===== src/rtl/cmd_controller.sv =====
// cmd_controller: issues one command to CMD_physical and collects its 48-bit response.
// Define CMD_RESP_CHECK_EN to build the response framing check that drives resp_error.

module cmd_controller #(
    parameter int WATCHDOG_CYCLES = 255
) (
    input  logic        CLK_SD_card,
    input  logic        reset,
    input  logic        cmd_start,
    input  logic [5:0]  cmd_index,
    input  logic [31:0] cmd_argument,
    input  logic        resp_expected,
    input  logic        physical_inactive,
    input  logic        ACK_in,
    input  logic        REQ_in,
    input  logic [47:0] cmd_response,
    input  logic        timeout_error,
    output logic        new_cmd,
    output logic        REQ_out,
    output logic        ACK_out,
    output logic [37:0] cmd_index_arg,
    output logic        cmd_busy,
    output logic        cmd_complete,
    output logic        cmd_timeout,
    output logic        resp_error,
    output logic [5:0]  response_index,
    output logic [31:0] response_arg
);

    typedef enum logic [5:0] {
        ST_IDLE      = 6'b000001,
        ST_WAIT_PHY  = 6'b000010,
        ST_LAUNCH    = 6'b000100,
        ST_WAIT_RESP = 6'b001000,
        ST_ACK_RESP  = 6'b010000,
        ST_DONE      = 6'b100000
    } state_e;

    // Last watchdog value seen in WAIT_RESP before the forced timeout.
    localparam logic [7:0] WD_LAST = 8'(WATCHDOG_CYCLES - 1);

    state_e      state_q, state_d;
    logic [5:0]  idx_q, idx_d;
    logic [31:0] arg_q, arg_d;
    logic        rexp_q, rexp_d;
    logic        tmo_flag_q, tmo_flag_d;
    logic [7:0]  wd_q, wd_d;
    logic [5:0]  rsp_idx_q, rsp_idx_d;
    logic [31:0] rsp_arg_q, rsp_arg_d;
    logic        new_cmd_q, new_cmd_d;
    logic        req_out_q, req_out_d;
    logic        ack_out_q, ack_out_d;
    logic        busy_q, busy_d;
    logic        complete_q, complete_d;
    logic        timeout_q, timeout_d;
    logic        wd_expired_s;
    logic        unused_s;

`ifdef CMD_RESP_CHECK_EN
    logic        rerr_flag_q, rerr_flag_d;
    logic        resp_error_q, resp_error_d;

    // Framing: two zero start bits, a one end bit, and an echoed command index.
    function automatic logic frame_bad(input logic [47:0] rsp, input logic [5:0] idx);
        frame_bad = rsp[47] | rsp[46] | ~rsp[0] | (rsp[45:40] != idx);
    endfunction
`endif

    assign wd_expired_s = (wd_q == WD_LAST);
    assign unused_s     = ^{cmd_response[47:46], cmd_response[7:0]};

    // State register.
    always_ff @(posedge CLK_SD_card) begin
        if (reset) begin
            state_q <= ST_IDLE;
        end else begin
            state_q <= state_d;
        end
    end

    // Next-state logic; response beats physical timeout, which beats the watchdog.
    always_comb begin
        state_d = state_q;
        case (state_q)
            ST_IDLE: begin
                if (cmd_start) begin
                    state_d = physical_inactive ? ST_LAUNCH : ST_WAIT_PHY;
                end else begin
                    state_d = ST_IDLE;
                end
            end
            ST_WAIT_PHY: begin
                if (physical_inactive) begin
                    state_d = ST_LAUNCH;
                end else begin
                    state_d = ST_WAIT_PHY;
                end
            end
            ST_LAUNCH: begin
                if (ACK_in) begin
                    state_d = ST_WAIT_RESP;
                end else begin
                    state_d = ST_LAUNCH;
                end
            end
            ST_WAIT_RESP: begin
                if (REQ_in) begin
                    state_d = ST_ACK_RESP;
                end else if (timeout_error || wd_expired_s) begin
                    state_d = ST_DONE;
                end else begin
                    state_d = ST_WAIT_RESP;
                end
            end
            ST_ACK_RESP: begin
                if (!REQ_in) begin
                    state_d = ST_DONE;
                end else begin
                    state_d = ST_ACK_RESP;
                end
            end
            ST_DONE: state_d = ST_IDLE;
            default: state_d = ST_IDLE;
        endcase
    end

    // Datapath next values and registered outputs, decoded from the next state.
    always_comb begin
        idx_d      = idx_q;
        arg_d      = arg_q;
        rexp_d     = rexp_q;
        tmo_flag_d = tmo_flag_q;
        wd_d       = wd_q;
        rsp_idx_d  = rsp_idx_q;
        rsp_arg_d  = rsp_arg_q;
`ifdef CMD_RESP_CHECK_EN
        rerr_flag_d = rerr_flag_q;
`endif
        case (state_q)
            ST_IDLE: begin
                if (cmd_start) begin
                    idx_d      = cmd_index;
                    arg_d      = cmd_argument;
                    rexp_d     = resp_expected;
                    tmo_flag_d = 1'b0;
`ifdef CMD_RESP_CHECK_EN
                    rerr_flag_d = 1'b0;
`endif
                end else begin
                    idx_d = idx_q;
                end
            end
            ST_LAUNCH: wd_d = 8'd0;
            ST_WAIT_RESP: begin
                wd_d = wd_q + 8'd1;
                if (REQ_in) begin
                    rsp_idx_d = cmd_response[45:40];
                    rsp_arg_d = cmd_response[39:8];
`ifdef CMD_RESP_CHECK_EN
                    rerr_flag_d = frame_bad(cmd_response, idx_q);
`endif
                end else if (timeout_error) begin
                    tmo_flag_d = rexp_q;
                end else if (wd_expired_s) begin
                    tmo_flag_d = 1'b1;
                end else begin
                    tmo_flag_d = tmo_flag_q;
                end
            end
            default: wd_d = wd_q;
        endcase

        new_cmd_d  = (state_d == ST_LAUNCH);
        req_out_d  = (state_d == ST_LAUNCH);
        ack_out_d  = (state_d == ST_ACK_RESP);
        busy_d     = (state_d != ST_IDLE);
        complete_d = (state_d == ST_DONE);
        timeout_d  = complete_d & tmo_flag_d;
`ifdef CMD_RESP_CHECK_EN
        resp_error_d = complete_d & rerr_flag_d;
`endif
    end

    // Latched command, captured response, watchdog and output registers.
    always_ff @(posedge CLK_SD_card) begin
        if (reset) begin
            idx_q      <= 6'd0;
            arg_q      <= 32'd0;
            rexp_q     <= 1'b0;
            tmo_flag_q <= 1'b0;
            wd_q       <= 8'd0;
            rsp_idx_q  <= 6'd0;
            rsp_arg_q  <= 32'd0;
            new_cmd_q  <= 1'b0;
            req_out_q  <= 1'b0;
            ack_out_q  <= 1'b0;
            busy_q     <= 1'b0;
            complete_q <= 1'b0;
            timeout_q  <= 1'b0;
`ifdef CMD_RESP_CHECK_EN
            rerr_flag_q  <= 1'b0;
            resp_error_q <= 1'b0;
`endif
        end else begin
            idx_q      <= idx_d;
            arg_q      <= arg_d;
            rexp_q     <= rexp_d;
            tmo_flag_q <= tmo_flag_d;
            wd_q       <= wd_d;
            rsp_idx_q  <= rsp_idx_d;
            rsp_arg_q  <= rsp_arg_d;
            new_cmd_q  <= new_cmd_d;
            req_out_q  <= req_out_d;
            ack_out_q  <= ack_out_d;
            busy_q     <= busy_d;
            complete_q <= complete_d;
            timeout_q  <= timeout_d;
`ifdef CMD_RESP_CHECK_EN
            rerr_flag_q  <= rerr_flag_d;
            resp_error_q <= resp_error_d;
`endif
        end
    end

    assign new_cmd        = new_cmd_q;
    assign REQ_out        = req_out_q;
    assign ACK_out        = ack_out_q;
    assign cmd_index_arg  = {idx_q, arg_q};
    assign cmd_busy       = busy_q;
    assign cmd_complete   = complete_q;
    assign cmd_timeout    = timeout_q;
    assign response_index = rsp_idx_q;
    assign response_arg   = rsp_arg_q;
`ifdef CMD_RESP_CHECK_EN
    assign resp_error     = resp_error_q;
`else
    assign resp_error     = 1'b0;
`endif

endmodule


===== config.mk =====
export PLATFORM = sky130hd
export DESIGN_NAME = cmd_controller
export DESIGN_NICKNAME = d
export VERILOG_FILES = /design/src/rtl/cmd_controller.sv
export SDC_FILE = /design/constraint.sdc
export NUM_CORES = 1
export LEC_CHECK = 0
export CAP_MARGIN = 20
export CORE_MARGIN = 4
export CORE_UTILIZATION = 43
export CTS_CLUSTER_DIAMETER = 100
export DETAILED_ROUTE_END_ITERATION = 7
export PLACE_DENSITY = 0.9
export SLEW_MARGIN = 20
export SYNTH_ARGS = -nofsm -noshare
export SYNTH_HDL_FRONTEND = slang
export SYNTH_SLANG_ARGS = --single-unit

===== constraint.sdc =====
create_clock -name CLK_SD_card -period 5.5 [get_ports CLK_SD_card]
set_clock_uncertainty 0.1 [all_clocks]
set_input_delay 0.55 -clock CLK_SD_card [delete_from_list [all_inputs] [get_ports CLK_SD_card]]
set_output_delay 0.55 -clock CLK_SD_card [all_outputs]
set_load 0.02 [all_outputs]

After elaboration in Yosys (flattened, before gate mapping)
Index checks and enable logic that the tools add are counted.

operators by class
  $add $sub $neg = 1
  $mul = 0
  divide/modulo/power cells = 0
  $lt $le $gt $ge = 0
  equality and inequality tests = 10
  shift operators = 0
  multiplexer cells = 13
  bitwise logic cells = 1
  reductions and logical operators = 4

operators with widths
  kind                   count
  $pmux W6 S5            1
  $mux W6                3
  $pmux W8 S2            1
  $eq A6 B3 Y1 const B   2
  $eq A6 B5 Y1 const B   2
  $add A8 B1 Y8 const B  1
  $eq A8 B8 Y1 const B   1
  $eq A6 B1 Y1 const B   1
  $eq A6 B2 Y1 const B   1
  $eq A6 B4 Y1 const B   1
  $eq A6 B6 Y1 const B   1
  $mux W3                2
  $ne A6 B1 Y1 const B   1
  $mux W1                4
  $mux W4                1
  $reduce_and A2 Y1      2
  $pmux W1 S2            1
  $reduce_bool A2 Y1     1
  $and A1 B1 Y1          1
  $logic_or A1 B1 Y1     1

storage, ports and cells
  register bits after elaboration = 97
  latch bits = 0
  RAM bits = 0
  bits in read-only memories = 0
  input port bits = 94
  output and inout port bits = 83
  word-level logic and storage cells = 42
  memories kept = 0

Depth between registers and ports, before layout
Gate-level depths: netlist of run 1.

  word-level depth = 7
  gate-level depth with buffers = 7

Least setup slack after synthesis of run 1
No wires, ideal clock.

  path kind = register -> register
  from = register state_q[5]
  to = register wd_q[7]
  library setup time = 0.121 ns
  arrival = 1.601 ns
  data required time = 5.279 ns
  slack = 3.678 ns
  stages on the path, launching flop included = 6
  path through = dfxtp_1 or4_1 buf_2 nor3b_1 nor3b_1 mux2_2

on the way
  longest elaborated chain between the ends = 2
  elaborated cells on any way between the ends = 4
  classes of those cells = eq/ne: 2; mux: 1; reduce/logical: 1

RTL lines
  what                                                      line  source
  from (decl)                                               42    state_e state_q, state_d;
  from (signal assigned)                                    77    state_q <= state_d;
  $eq A6 B4 Y1 / $eq A6 B3 Y1 (equally long branches)       139   case (state_q)
  $pmux W8 S2 / $reduce_bool A2 Y1 (equally long branches)  -
  to (signal assigned)                                      209   wd_q <= wd_d;
  to (decl)                                                 47    logic [7:0] wd_q, wd_d;

Parallel ways exist; a longest one is shown, timed or not.
A chain may end at the register's enable or synchronous reset.

Worst setup path in the final report of run 1
  from = register state_q[5]
  to = register rsp_arg_q[9] (netlist: response_arg[9])

on the way
  longest elaborated chain between the ends = 2

RTL lines
  what                                line  source
  $eq A6 B4 Y1                        139
  $reduce_and A2 Y1 (no source line)  -
  to (signal assigned)                211   rsp_arg_q <= rsp_arg_d;
  to (decl)                           49    logic [31:0] rsp_arg_q, rsp_arg_d;

No other way between the ends.

==> impl_metrics.tcl, run 1 <==
set metrics [dict create \
    syn_avg_cell_area_um2 8.105 \
    synth_simple_gate_area_frac 0.2465 \
    tritoncts "built" \
    synth_top_family_by_area "simple AND/OR/NAND/NOR gates" \
    ioPinCount 177 \
    combPwrFrac 0.159 \
    crit_chain "or4_1, nor3_4, buf_4, nand2_1, a21oi_1" \
    gp_congestion 0.8439 \
    dr.pass1.iters 4 \
    grt_pass1_wl_mm 16.28 \
    crit_buf_inv 1 \
    switchingPower_mw 0.3654 \
    cp.required_ns 5.66 \
    vdd_drop_max_mv 0.1766 \
    hpwl_mm 7.454 \
    status "finished, final reports clean" \
    fin_ws_ns 3.364 \
    yosysWarningCount 0 \
    synth_edf_count 0 \
    die_width_um 99.69 \
    core_um2 8217 \
    hold_path.class "reg2reg" \
    ant_nets 0 \
    yosys-mux-area-fraction 0.003115 \
    ys_ff_latch 97 \
    ctsResizeCount 0 \
    fp.dieH_um 99.69 \
    cts_buffers 9 \
    finalCritPeriodShare 0.3883 \
    fin_util 0.6700 \
    area_delta_synth_final_pct 52.30 \
    p_per_area_nw_per_um2 264.8 \
    routed_via_density 5.030 \
    clkPwrFrac 0.331 \
    post_cts_buffers 0 \
    max_freq_mhz 468.2 \
    dieArea_um2 9937 \
    final_nets 693 \
    synth_compound_area_frac 0.1606 \
    syn_inst 446 \
    cpMaxStageDelayCell "or4_1" \
    placed_area_um2 5290 \
    grt_pass1_vias 3535 \
    clock_sinks 97 \
    slew_violations 0 \
    setup_viol 0 \
    drive_above_1_share 0.04651 \
    pre_cts_slack_ns 3.208 \
    startpoint_type "register" \
    cts_root_buf "clkbuf_8" \
    ys_seq_area_frac 0.5372 \
    fin_area_um2 5505 \
    wl_mm 10.20 \
    slowest_delay_ns 0.72 \
    hold_violations 0 \
    async_reset_ff_frac 0 \
    endpoint_kind "register" \
    fillers 647 \
    worst-path-max-fanout 38 \
    drv_cap 0 \
    crit_arrival_ns 2.30 \
    swShare 0.2506 \
    vias 3556 \
    syn-cell-area_um2 3615 \
    drt_iter0_markers 91 \
    initial_core_util 0.4399 \
    insertion_delay_ns 0.34 \
    synth_flop_cell "dfxtp_1" \
    p_seq_frac 0.510 \
    synth_area_leader_cell "dfxtp_1" \
    crit_type "reg2reg" \
    slew_headroom 0.3407 \
    portBuffers 165 \
    htree_levels 3 \
    synth_xor_area_frac 0 \
    rsz0062_at_grt "no" \
    clock_path_buffers 2 \
    num_rows 33 \
    drc 0 \
    grt_start_max_net_pins 95 \
    antenna_cells 0 \
    synth.distinct_cells 42 \
    antenna_found_initial 0 \
    track_usage 0.2003 \
    cts_hold_buf 0 \
    gr-total-overflow 0 \
    worst_slew_pin_slew_ns 0.9889 \
    synthesis.nets 542 \
    synthAdderAreaFrac 0.006923 \
    synth_area_leaders "dfxtp_1 (54%), nand2_1 (17%), a21oi_1 (11%)" \
    p_leak_nw 1.911 \
    p_int_mw 1.092 \
    fin_setup_tns_ns 0 \
    cts.clk_slew.worst_paths_ns 0.09 \
    cp_top_family "simple AND/OR/NAND/NOR gates" \
    wl_per_cell_um 14.43 \
    synth_top_area_frac 0.5372 \
    min_period_ns 2.136 \
]
==> power by group through the flow <==
stage	registers [mW]	logic (mW)	clock network (mW)
3_3_place_gp	0.758	0.227	0
5_1_grt	0.747	0.250	0.523
3_5_place_dp	0.760	0.231	0
4_1_cts	0.743	0.233	0.497
6_report	0.743	0.232	0.483
2_1_floorplan	0.787	0.0776	0
==> layout make-up <==
type	instances	area, um^2	area share
well taps	105	131.4	0.02386
clock inverters	4	50.05	0.009091
clock buffers	12	165.2	0.03000
flip-flops and latches	97	1942	0.3527
multi-input cells	315	1518	0.2757
inverters	4	15.01	0.002727
repair buffers	170	1684	0.3059
==> cell families after synthesis <==
| kind of cell | after synthesis |
|---|---|
| DFF | 97 |
| buffers and inverters | 34 |
| and+or+nand+nor | 208 |
| other | 1 |
| muxes | 1 |
| AOI/OAI and AO/OA | 103 |
| adders and majority gates | 2 |
==> flip-flops by register name, indices dropped and copies added (netlist names), 6 cells and up <==
signal and flops:
wd_q 8, state_q 6, response_arg 32, arg_q 32, idx_q 6, response_index 6
==> cell usage in the layout, fill, tap and decap left out, types with 4 or more instances in the layout <==
cell / instances
nor3_1: 6
a311oi_1: 4
dfxtp_1: 97
nor2_1: 9
nand3_1: 8
o21a_1: 5
inv_1: 4
buf_4: 5
clkdlybuf4s50_1: 164
a21oi_1: 81
clkbuf_8: 12
nand2_1: 161
==> tightest hold or removal path, cell delays in order, from the launching register on <==
cell and delay, ns:
dfxtp_1 0.32, nand2_1 0.05, a21oi_1 0.05
==> synth_stat cells (2+ instances only) <==
library cell    n
nor4_2          2
o21ai_0         2
a32oi_1         2
nand2_1       161
nor2_1          9
dfxtp_1        97
or3_1           2
nor2b_1         2
nand3_1         8
nor3b_1         2
a311oi_1        4
buf_6           2
buf_2           6
nand3b_1        3
and3_1          2
inv_1           4
buf_4           3
nand2b_1        2
ha_1            2
a41oi_1         2
a21oi_1        81
nor3_1          6
o21a_1          5
clkbuf_1       19
==> per-layer routing <==
layer | up-vias | track usage | part of all wire
li1 | 1783 | - | -
met5 | - | 0 | 0
met2 | 151 | 0.3422 | 0.48
met4 | 0 | 0.06513 | 0.015
met3 | 15 | 0.06942 | 0.093
met1 | 1607 | 0.2343 | 0.41
==> stage by stage <==
stage | hold WS, ns | instances | total power [mW]
floorplan | 0.3267 | 446 | 0.8650
global placement | 0.3365 | 691 | 0.9849
detailed placement | 0.3444 | 691 | 0.9914
CTS | 0.3555 | 707 | 1.473
global route | 0.3751 | 707 | 1.520
finish | 0.3559 | 707 | 1.458
==> worst paths after layout <==
kind / from / slack [ns] / end / depth (start not counted)
setup / recovery: state_q[5]$_SDFF_PP0_ / 3.36 / response_arg[9]$_SDFFE_PP0N_ / 5
setup reg to reg: state_q[5]$_SDFF_PP0_ / 3.36 / response_arg[9]$_SDFFE_PP0N_ / 5
hold reg to reg: arg_q[16]$_SDFFE_PP0P_ / 0.36 / arg_q[16]$_SDFFE_PP0P_ / 2
hold / removal: arg_q[16]$_SDFFE_PP0P_ / 0.36 / arg_q[16]$_SDFFE_PP0P_ / 2
Note: power is estimated with default switching activity, not from simulation.
==> inputs of run 2 (changes only) <==
--- a/config.mk
+++ b/config.mk
@@ -7,10 +7,10 @@
 export LEC_CHECK = 0
 export CAP_MARGIN = 20
 export CORE_MARGIN = 4
-export CORE_UTILIZATION = 43
+export CORE_UTILIZATION = 40
 export CTS_CLUSTER_DIAMETER = 100
 export DETAILED_ROUTE_END_ITERATION = 7
-export PLACE_DENSITY = 0.9
+export PLACE_DENSITY = 0.84
 export SLEW_MARGIN = 20
 export SYNTH_ARGS = -nofsm -noshare
 export SYNTH_HDL_FRONTEND = slang
==> constraint.sdc (replaced) <==
create_clock -name CLK_SD_card -period 2.01 [get_ports CLK_SD_card]
set_clock_uncertainty 0.1 [all_clocks]
set_input_delay 0.201 -clock CLK_SD_card [delete_from_list [all_inputs] [get_ports CLK_SD_card]]
set_output_delay 0.201 -clock CLK_SD_card [all_outputs]
set_load 0.02 [all_outputs]
==> impl_metrics.tcl, run 2 (synthesis gave the netlist of run 1 again) <==
set metrics [dict create \
    antenna_cells 0 \
    core_um2 8763 \
    final_cell_mix "clkdlybuf4s50_1 (164), nand2_1 (161), dfxtp_1 (97)" \
    gp_congestion 0.7848 \
    slowest_delay_ns 0.32 \
    min_period_ns 1.828 \
    post_cts_buffers 0 \
    ant_nets 0 \
    finalNonFillerCells 718 \
    final_nets 701 \
    crit_type "reg2reg" \
    clock_sinks 97 \
    rsz0062_at_grt "no" \
    cpMaxStageDelayCell "dfxtp_1" \
    drv_cap 0 \
    cts_buffers 9 \
    cts_root_buf "clkbuf_8" \
    hold_path.class "in2reg" \
    r2r_setup_slack_ns 0.18 \
    clock_path_buffers 2 \
    final_common_cell "clkdlybuf4s50_1" \
    endpoint_kind "register" \
    initial_core_util 0.4125 \
    wl_mm 10.22 \
    vdd_drop_max_mv 0.4091 \
    track_usage 0.1854 \
    ioPinCount 177 \
    grt_start_max_net_pins 49 \
    drt_iter0_markers 157 \
    p_leak_nw 1.949 \
    pre_cts_slack_ns 0.1013 \
    p_per_area_nw_per_um2 690.3 \
    crit_arrival_ns 2.01 \
    grt_pass1_vias 3395 \
    drc 0 \
    dieArea_um2 10620 \
    htree_levels 3 \
    grt_pass1_wl_mm 15.54 \
    antenna_found_initial 0 \
    die_width_um 103.1 \
    fin_ws_ns 0.1823 \
    wl_per_cell_um 14.23 \
    num_rows 34 \
    tritoncts "built" \
    hold_violations 0 \
    total_power_mw 3.860 \
    cp.required_ns 2.19 \
    gr-total-overflow 0 \
    dr.pass1.iters 4 \
    crit_chain "buf_4, nor3_1, nand3b_1, a311oi_1, buf_4, o2111a_1" \
    dp.cells 702 \
    hpwl_mm 7.459 \
    placed_area_um2 5391 \
    fin_setup_tns_ns 0 \
    fillers 753 \
    portBuffers 165 \
    worst-path-max-fanout 5 \
    cts.clk_slew.worst_paths_ns 0.09 \
    finalCritPeriodShare 0.9093 \
    max_freq_mhz 547.1 \
    status "finished, final reports clean" \
    startpoint_type "register" \
    cpMostUsedCell "buf_4" \
    fp.dieH_um 103.1 \
    area_delta_synth_final_pct 54.69 \
    vias 3599 \
    slew_violations 0 \
    fin_area_um2 5592 \
    routed_via_density 5.013 \
    setup_viol 0 \
    drive_above_1_share 0.06066 \
    insertion_delay_ns 0.35 \
]
-- run 2: cell types whose count changed in the layout (fill, tap and decap cells not counted), sizes merged --
cell / previous run / this run
clkinv: 1 / 3
buf: 6 / 14
bufinv: 1 / 0
clkbuf: 12 / 11
-- run 2: path summary, 6_finish.rpt --
path	cells past startpoint	end	startpoint
max reg2reg	6	cmd_timeout$_SDFF_PP0_	state_q[0]$_SDFF_PP1_
max	6	cmd_timeout$_SDFF_PP0_	state_q[0]$_SDFF_PP1_
min reg2reg	2	arg_q[20]$_SDFFE_PP0P_	arg_q[20]$_SDFFE_PP0P_
min	4	state_q[0]$_SDFF_PP1_	reset
-- run 2: power breakdown --
| part | internal, mW | switching [mW] | leakage, nW | total [mW] |
|---|---|---|---|---|
| logic | 0.344 | 0.323 | 1.08 | 0.667 |
| registers | 1.99 | 0.0390 | 0.788 | 2.03 |
| clock network | 0.491 | 0.670 | 0.0857 | 1.16 |
| total | 2.83 | 1.03 | 1.95 | 3.86 |
-- run 2: final cells by class --
cell class                      count  area (um^2)  area share
Timing Repair Buffer              178         1782      0.3186
Sequential cell                    97         1942      0.3473
Clock buffer                       11        141.4     0.02529
Clock inverter                      5        41.29    0.007384
Inverter                            4        15.01    0.002685
Tap cell                          108        135.1     0.02417
Multi-Input combinational cell    315         1535      0.2746
-- run 2: what timing repair did --
action,in CTS,in global routing
endpoints found under the setup margin,0,4
hold buffers,0,0
gates resized for setup,0,3
-- run 2: worst max-delay path, delay by kind of cell (launching register included) --
| family | cells | cell delay, ns |
|---|---|---|
| compound gates | 2 | 0.51 |
| simple gates | 2 | 0.49 |
| buf+inv | 2 | 0.35 |
| flops | 1 | 0.32 |
-- run 2: per-layer routing --
| metal | vias to the layer above | GRT usage | share of wire |
|---|---|---|---|
| met5 | - | 0 | 0 |
| met4 | 0 | 0.06773 | 0.017 |
| met3 | 13 | 0.08051 | 0.12 |
| met2 | 143 | 0.3078 | 0.47 |
| met1 | 1643 | 0.2121 | 0.38 |
| li1 | 1800 | - | - |
-- run 2: through the flow --
step / utilization / hold WS, ns
2_1_floorplan: - / 0.1778
3_3_place_gp: 0.6152 / 0.3370
3_5_place_dp: 0.6152 / 0.3435
4_1_cts: 0.6361 / 0.1454
5_1_grt: 0.6381 / 0.1862
6_report: 0.6381 / 0.1737
